`src/rtl/mxn_column_serializer.sv`:
```
// mxn_column_serializer: accepts an M x N frame in one handshake and emits it column by column on an M-bit lane bus
module mxn_column_serializer #(
  parameter int M = 3,
  parameter int N = 4
) (
  input  logic           clk,
  input  logic           rst_n,
  input  logic [M*N-1:0] in_frame,
  input  logic           in_valid,
  output logic           in_ready,
  output logic [M-1:0]   out_col,
  output logic           out_valid,
  input  logic           out_ready,
  output logic           out_last,
  output logic           busy
);
  localparam int CW = $clog2(N + 1);
  if (M < 1 || N < 1) begin : g_bad_params
    $error("mxn_column_serializer: M and N must both be >= 1");
  end
  typedef enum logic {IDLE, SEND} state_t;
  state_t state, state_nx;
  logic [CW-1:0] cnt, cnt_nx;
  logic [M*N-1:0] frame, frame_nx;
  logic load, hs;
  always_ff @(posedge clk or negedge rst_n) begin
    if (!rst_n) begin
      state <= IDLE;
      cnt   <= CW'(1);
      frame <= '0;
    end else begin
      state <= state_nx;
      cnt   <= cnt_nx;
      frame <= frame_nx;
    end
  end
  assign out_valid = state == SEND;
  assign busy      = out_valid;
  assign out_last  = out_valid && cnt == CW'(N);
  assign in_ready  = state == IDLE || (out_ready && out_last);
  assign load      = in_valid && in_ready;
  assign hs        = out_valid && out_ready;
  always_comb begin
    state_nx = state;
    cnt_nx   = cnt;
    frame_nx = frame;
    if (load) begin
      state_nx = SEND;
      cnt_nx   = CW'(1);
      frame_nx = in_frame;
    end else if (hs) begin
      state_nx = out_last ? IDLE : SEND;
      cnt_nx   = out_last ? CW'(1) : cnt + CW'(1);
    end
  end
  // Row I of the frame occupies bits [I*N +: N]; column cnt is bit cnt-1 of each row.
  always_comb begin
    out_col = '0;
    for (int i = 0; i < M; i++) out_col[i] = frame[i*N + int'(cnt) - 1];
  end
endmodule

```
`config.mk`:
```
export PLATFORM = sky130hd
export DESIGN_NAME = mxn_column_serializer
export DESIGN_NICKNAME = d
export VERILOG_FILES = /design/src/rtl/mxn_column_serializer.sv
export SDC_FILE = /design/constraint.sdc
export NUM_CORES = 1
export LEC_CHECK = 0
export ABC_AREA = 1
export CAP_MARGIN = 5
export CORE_ASPECT_RATIO = 1.1
export CORE_MARGIN = 4
export CORE_UTILIZATION = 51
export CTS_CLUSTER_SIZE = 20
export DETAILED_ROUTE_END_ITERATION = 6
export PLACE_DENSITY = 0.89
export RECOVER_POWER = 25
export SYNTH_ARGS = -nofsm -noshare
export SYNTH_HDL_FRONTEND = slang
export SYNTH_SLANG_ARGS = --single-unit
```
`constraint.sdc`:
```
create_clock -name clk -period 3.5 [get_ports clk]
set_clock_uncertainty 0.2 [all_clocks]
set_input_delay 0.35 -clock clk [delete_from_list [all_inputs] [get_ports clk]]
set_output_delay 0.35 -clock clk [all_outputs]
set_load 0.01 [all_outputs]
```
==> results by group, run 1 <==
Clock tree
  • CTS Hold Bufs: 0
  • Clock Latency Late Sink: 0.29 ns
  • Root Buffer: clkbuf_4
  • Worst-case clock buffer depth: 2
  • H-Tree Depth: 1
  • Clock slew at reported path FFs: 0.09 ns
  • TritonCTS buffer count: 3
  • # Post-CTS Setup Buffers: 0
  • CTS tree: built
  • Post-CTS sizing: 0
  • Clk sinks: 16

Setup path
  • Crit-path cells: inv_2 -> ha_1 -> inv_1 -> nand3_1 -> nand2_1 -> nor2_1 -> nand2_1 -> nand2_1 -> clkdlybuf4s50_1
  • Crit path top cell by count: nand2_1
  • CP Data Required Time: 2.95 ns
  • Max FO, Critical Path: 10
  • Reg2reg start: cnt[0]
  • Top cell family by delay on the critical path: buffers and inverters
  • Largest stage delay on the critical path: 0.64 ns
  • WP data arrival: 2.42 ns
  • Worst setup EP type: output pin
  • WP buf/inv: 3
  • WS Path Type: flop to output pin
  • Timing startpoint of the critical path: cnt[0]
  • Element type at the critical path start: flop
  • Worst path slowest cell: dfstp_2

Timing
  • Final hold slack: 0.291 ns
  • Fin. max-slew vios: 0
  • Worst rel slew slack: 52.5%
  • Worst-Margin Slew: 0.710 ns
  • Final Critical Period: 2.97 ns
  • Unrepaired setup endpoints after global routing: no
  • Setup tns final: 0 ns
  • Max Freq: 0.337 GHz
  • Final period util: 84.8%
  • Final Hold Vio Count: 0
  • Final setup fails: 0

Detailed routing
  • Final ANT Viol Nets: 0
  • DRT Pass-1 Iters: 4
  • Post-DR wirelength/cell: 12.6 µm
  • # DRC: 0
  • DRT Wirelength: 2.08 mm
  • Number of DRC markers in iteration 0: 36
  • Via count: 909
  • Vias/cell: 5.51

Global route
  • First-pass GRT wire length: 3.51 mm
  • Vias in the first global route: 802
  • GRT Overall Usage: 17.8%
  • Largest net degree at the start of global routing: 17
  • Total gr overflow: 0
  • Initial antenna violation count: 0

Floorplan
  • Chip Width: 48.5 µm
  • DIE AREA: 0.00255 mm²
  • Rows: 15
  • I/O pins: 23
  • Initial Util: 56.4%
  • Die height: 52.6 µm
  • Area of the core: 0.00163 mm²

Pwr
  • Pleak: 0.589 nW
  • Pwr Density: 927 mW/mm²
  • VDD IR max: 456 µV

Cells and area
  • Fillers: 131
  • Fraction of layout cells with a size suffix above 1: 5.41%
  • Post-Layout Inst Area: 0.00114 mm²
  • Most frequent cells in the layout: nand2_1 (60), nand3_1 (24), clkdlybuf4s50_1 (21)
  • Area Overhead vs Synth: 24.3%
  • Commonest non-fill, non-tap cell in the layout: nand2_1
  • Final nets: 168
  • Diode count: 0

Place
  • Final GP Congestion: 0.920
  • Post-DP HPWL: 1.69 mm
  • # port buffers: 22
  • Placement Cell Area: 0.00112 mm²

Worst hold path
  • HP Start: frame[8]
  • HP Class: flop to flop

Synth
  • Seq/Total Area, Yosys: 43.6%
  • Post-synthesis xor/xnor area fraction: 0.951%
  • Seq cells post-synth: 16
  • Largest family of logic cells by synthesized area: simple AND/OR/NAND/NOR gates
  • Syn Inst Count: 128
  • Synthesized area: 921 µm²
  • Distinct cells, synth: 18
  • Compound-cell area share of the yosys netlist: 2.45%
  • Post-synthesis simple-gate area fraction: 40.5%
  • Mux contribution to synthesized area: 0%
  • Syn avg cell area: 7.19 µm²
  • Synth Net Count: 147
  • Synthesis Warnings: 0
  • Post-synthesis adder-cell area fraction: 4.08%

Run
  • Max-Cap Viols: 0

Run status
  • Outcome: finished clean
==> synth_stat cells <==
cell / number / area [µm²]
nand2_2: 2 / 12.5
nand3_1: 24 / 120
xnor2_1: 1 / 8.76
ha_1: 3 / 37.5
dfrtp_1: 15 / 375
inv_1: 7 / 26.3
nand2_1: 60 / 225
inv_2: 2 / 7.51
buf_6: 1 / 11.3
nand4_1: 1 / 6.26
nor2_1: 1 / 3.75
a21oi_1: 1 / 5.00
o22ai_1: 2 / 12.5
dfstp_2: 1 / 26.3
o21ai_0: 1 / 5.00
nor3_1: 1 / 5.00
buf_2: 2 / 10.0
buf_4: 3 / 22.5
==> sequential cells by signal, indices dropped and copies added, names as in the netlist <==
signal / flops
cnt: 3
busy: 1
frame: 12
==> routing by layer <==
| metal | share of wire (%) | global-route usage, % | routed length [µm] | vias up |
|---|---|---|---|---|
| li1 | - | - | - | 448 |
| met1 | 41 | 20.4 | 860 | 431 |
| met2 | 52 | 31.5 | 1080 | 26 |
| met3 | 4.7 | 2.28 | 98 | 4 |
| met4 | 1.8 | 11.2 | 38 | 0 |
| met5 | 0 | 0 | 0 | - |
==> metrics by stage <==
step	total power, W	instances	utilization [%]	setup WS (ns)
2_1_floorplan	0.000747	128	-	1.38
3_3_place_gp	0.000930	161	68.5	0.922
3_5_place_dp	0.000966	161	68.5	0.856
4_1_cts	0.00107	165	70.1	0.536
5_1_grt	0.00116	165	70.1	0.313
6_report	0.00106	165	70.1	0.531
==> worst min-delay path, cell delays in order, from the launching register on <==
cell     delay, ns
dfrtp_1       0.36
nand2_1       0.06
nand2_1       0.05
==> cell type report <==
type | instances | area, µm² | share of cell area [%]
repair buffers | 22 | 220 | 19.2
flip-flops and latches | 16 | 402 | 35.1
well taps | 17 | 21.3 | 1.86
inverters | 9 | 33.8 | 2.95
multi-input cells | 97 | 442 | 38.6
clock buffers | 4 | 26.3 | 2.30
==> cells by family after synthesis <==
kind of cell	after synthesis
xor+xnor	1
buf+inv	15
fa+ha+maj	3
flops	16
compound gates	4
simple gates	89
==> power by group <==
group	total (W)	leakage [nW]	switching, W	internal [W]
Sequential	0.000340	0.195	0.0000691	0.000271
Combinational	0.000618	0.378	0.000343	0.000276
Clock	0.000103	0.0150	0.0000591	0.0000443
Total	0.00106	0.589	0.000471	0.000591
==> final timing paths <==
check                        endpoint  slack, ns  depth (start not counted)
setup / recovery           out_col[0]       0.53                          9
hold / removal               frame[8]       0.29                          2
setup reg to reg             frame[6]       1.44                          9
hold reg to reg              frame[8]       0.29                          2
max in group asynchronous    frame[3]       2.31                          1
min in group asynchronous        busy       0.34                          1
Power figures use the tool's default switching activity.
==> inputs of run 2 (changes only) <==
Settings changed: CORE_UTILIZATION 51 to 47, PLACE_DENSITY 0.89 to 0.84.
Clock period 3.5 ns to 2.8 ns, I/O delays scaled along.
==> run 2 against run 1 <==
Compared with the run above: sequential cell count is the same; non-clock buffer count grew 4; cell area grew 6.3%; core utilization shrank 3.3 points; via count shrank 4.2%; clock-buffer cell count is the same; die area grew 7.1%; critical path depth grew 1; combinational power grew 34%; sequential share of layout area shrank 2.1 points; critical endpoint is now out_col[2]; largest power group unchanged.
==> results by group, run 2 (synthesis gave the netlist of run 1 again) <==
Run status
  • Outcome: finished clean

Global route
  • GRT Overall Usage: 17.8%
  • Total gr overflow: 0
  • First-pass GRT wire length: 3.57 mm
  • Initial antenna violation count: 0
  • Vias in the first global route: 839
  • Largest net degree at the start of global routing: 17

Cells and area
  • Finished Core Util: 66.8%
  • Largest Register: frame
  • Fraction of layout cells with a size suffix above 1: 9.21%
  • Diode count: 0
  • Commonest non-fill, non-tap cell in the layout: nand2_1
  • Largest register FFs: 12
  • Most frequent cells in the layout: nand2_1 (60), nand3_1 (24), clkdlybuf4s50_1 (18)
  • Final nets: 172
  • FF/Latch Area: 402 µm²
  • Area Overhead vs Synth: 32.2%
  • Area occupied by multi-input gates: 454 µm²
  • Fillers: 154

Pwr
  • Sequential power share: 29.7%
  • Pint: 0.000785 W
  • Gate power share: 59.3%
  • Pleak: 0.654 nW
  • Net Sw Frac: 43.7%
  • Pwr Density: 1140 mW/mm²
  • Clock network fraction of design power: 11.0%
  • P_sw: 0.000608 W
  • VDD IR max: 569 µV
  • Total power: 0.00139 W

Setup path
  • R2R Path End: frame[4]
  • Worst path slowest cell: dfstp_2
  • Reg2reg start: cnt[0]
  • Worst setup EP type: output pin
  • Worst r2r path cells: 10
  • WP data arrival: 1.88 ns
  • Crit-path cells: inv_2 -> ha_1 -> inv_1 -> nand2_1 -> nand2_1 -> nand3_1 -> nand2_1 -> nand2_1 -> nand2_1 -> dlymetal6s2s_1
  • WS Path Type: flop to output pin
  • Max FO, Critical Path: 10
  • FF-to-FF setup slack: 0.90 ns
  • Crit path top cell by count: nand2_1
  • Element type at the critical path start: flop
  • Largest stage delay on the critical path: 0.56 ns
  • CP Data Required Time: 2.32 ns

Detailed routing
  • DRT Pass-1 Iters: 4
  • DRT Wirelength: 2.12 mm
  • Number of DRC markers in iteration 0: 10
  • Met2 wire len: 1.05 mm
  • Post-DR wirelength/cell: 11.8 µm
  • # DRC: 0
  • Wire length on met3: 94 µm
  • Metal-1 WL: 920 µm
  • Top Layer Used: met4
  • Final ANT Viol Nets: 0
  • Vias/cell: 4.87
  • Via count: 871

Timing
  • Final setup fails: 0
  • Setup tns final: 0 ns
  • Final Hold Vio Count: 0
  • Unrepaired setup endpoints after global routing: no
  • Max Freq: 0.423 GHz
  • Final period util: 84.4%
  • Fin. max-slew vios: 0
  • Final hold slack: 0.280 ns
  • Worst-Margin Slew: 0.716 ns
  • Final Critical Period: 2.36 ns
  • Worst rel slew slack: 52.1%

Clock tree
  • H-Tree Depth: 1
  • Worst-case clock buffer depth: 2
  • CTS tree: built
  • Root Buffer: clkbuf_4
  • TritonCTS buffer count: 3
  • Clock slew at reported path FFs: 0.10 ns
  • Clk sinks: 16
  • Clock Latency Late Sink: 0.29 ns
  • CTS Hold Bufs: 0

Floorplan
  • Area of the core: 0.00182 mm²
  • Die height: 54.4 µm
  • Rows: 16
  • DIE AREA: 0.00273 mm²
  • I/O pins: 23
  • Chip Width: 50.2 µm
  • Initial Util: 50.5%

Place
  • Final GP Congestion: 0.866
  • Post-DP HPWL: 1.57 mm
  • # port buffers: 22

Worst hold path
  • HP Class: input pin to asynchronous set/reset pin

Run
  • Max-Cap Viols: 0
## run 2: cell count changes in the layout (fill, tap and decap cells not counted), sizes merged
| cell | before | now |
|---|---|---|
| clkdlybuf4s50 | 21 | 18 |
| buf | 0 | 4 |
| dlymetal6s2s | 0 | 3 |
## run 2: layout make-up
| type | count | area share (%) |
|---|---|---|
| Multi-Input combinational cell | 97 | 37.3 |
| Sequential cell | 16 | 33.0 |
| Timing Repair Buffer | 26 | 21.2 |
| Clock buffer | 4 | 2.98 |
| Inverter | 9 | 2.77 |
| Tap cell | 27 | 2.77 |
## run 2: timing repair
action	4_1_cts	5_1_grt
endpoints found under the setup margin	3	3
cloned	0	0
gates resized for setup	1	3
buffers inserted	2	0
## run 2: stage by stage
stage	setup WS (ns)	cell area [µm²]	std cells
6_report	0.435	1220	179
2_1_floorplan	0.747	921	128
5_1_grt	0.227	1220	179
4_1_cts	0.0380	1210	179
3_3_place_gp	0.294	1150	173
3_5_place_dp	0.187	1150	173
## run 2: critical path, delay by kind of cell (launching register included)
family                   cells  cell delay (ns)
flip-flops                   1             0.56
AND/OR/NAND/NOR              6             0.45
buffers and inverters        3             0.34
adder cells (fa/ha/maj)      1             0.24
## run 2: power groups by stage
stage / registers [W] / clock network (W) / logic, W
finish: 0.000414 / 0.000153 / 0.000826
global route: 0.000424 / 0.000165 / 0.000947
CTS: 0.000411 / 0.000156 / 0.000849
floorplan: 0.000384 / 0 / 0.000550
global placement: 0.000426 / 0 / 0.000748
detailed placement: 0.000431 / 0 / 0.000784
## run 2: routing by layer
layer | global-route usage (%) | up-vias
met1 | 20.0 | 384
met2 | 31.7 | 25
li1 | - | 456
met3 | 3.54 | 6
met4 | 10.1 | 0
met5 | 0 | -
## run 2: how the worst max path moves through the flow
stage	startpoint	end	cells past startpoint
global placement	cnt[0]	out_col[0]	9
finish	cnt[0]	out_col[2]	10
global route	cnt[0]	out_col[2]	10
floorplan	cnt[0]	out_col[0]	9
detailed placement	cnt[0]	out_col[2]	9
CTS	cnt[0]	out_col[2]	10
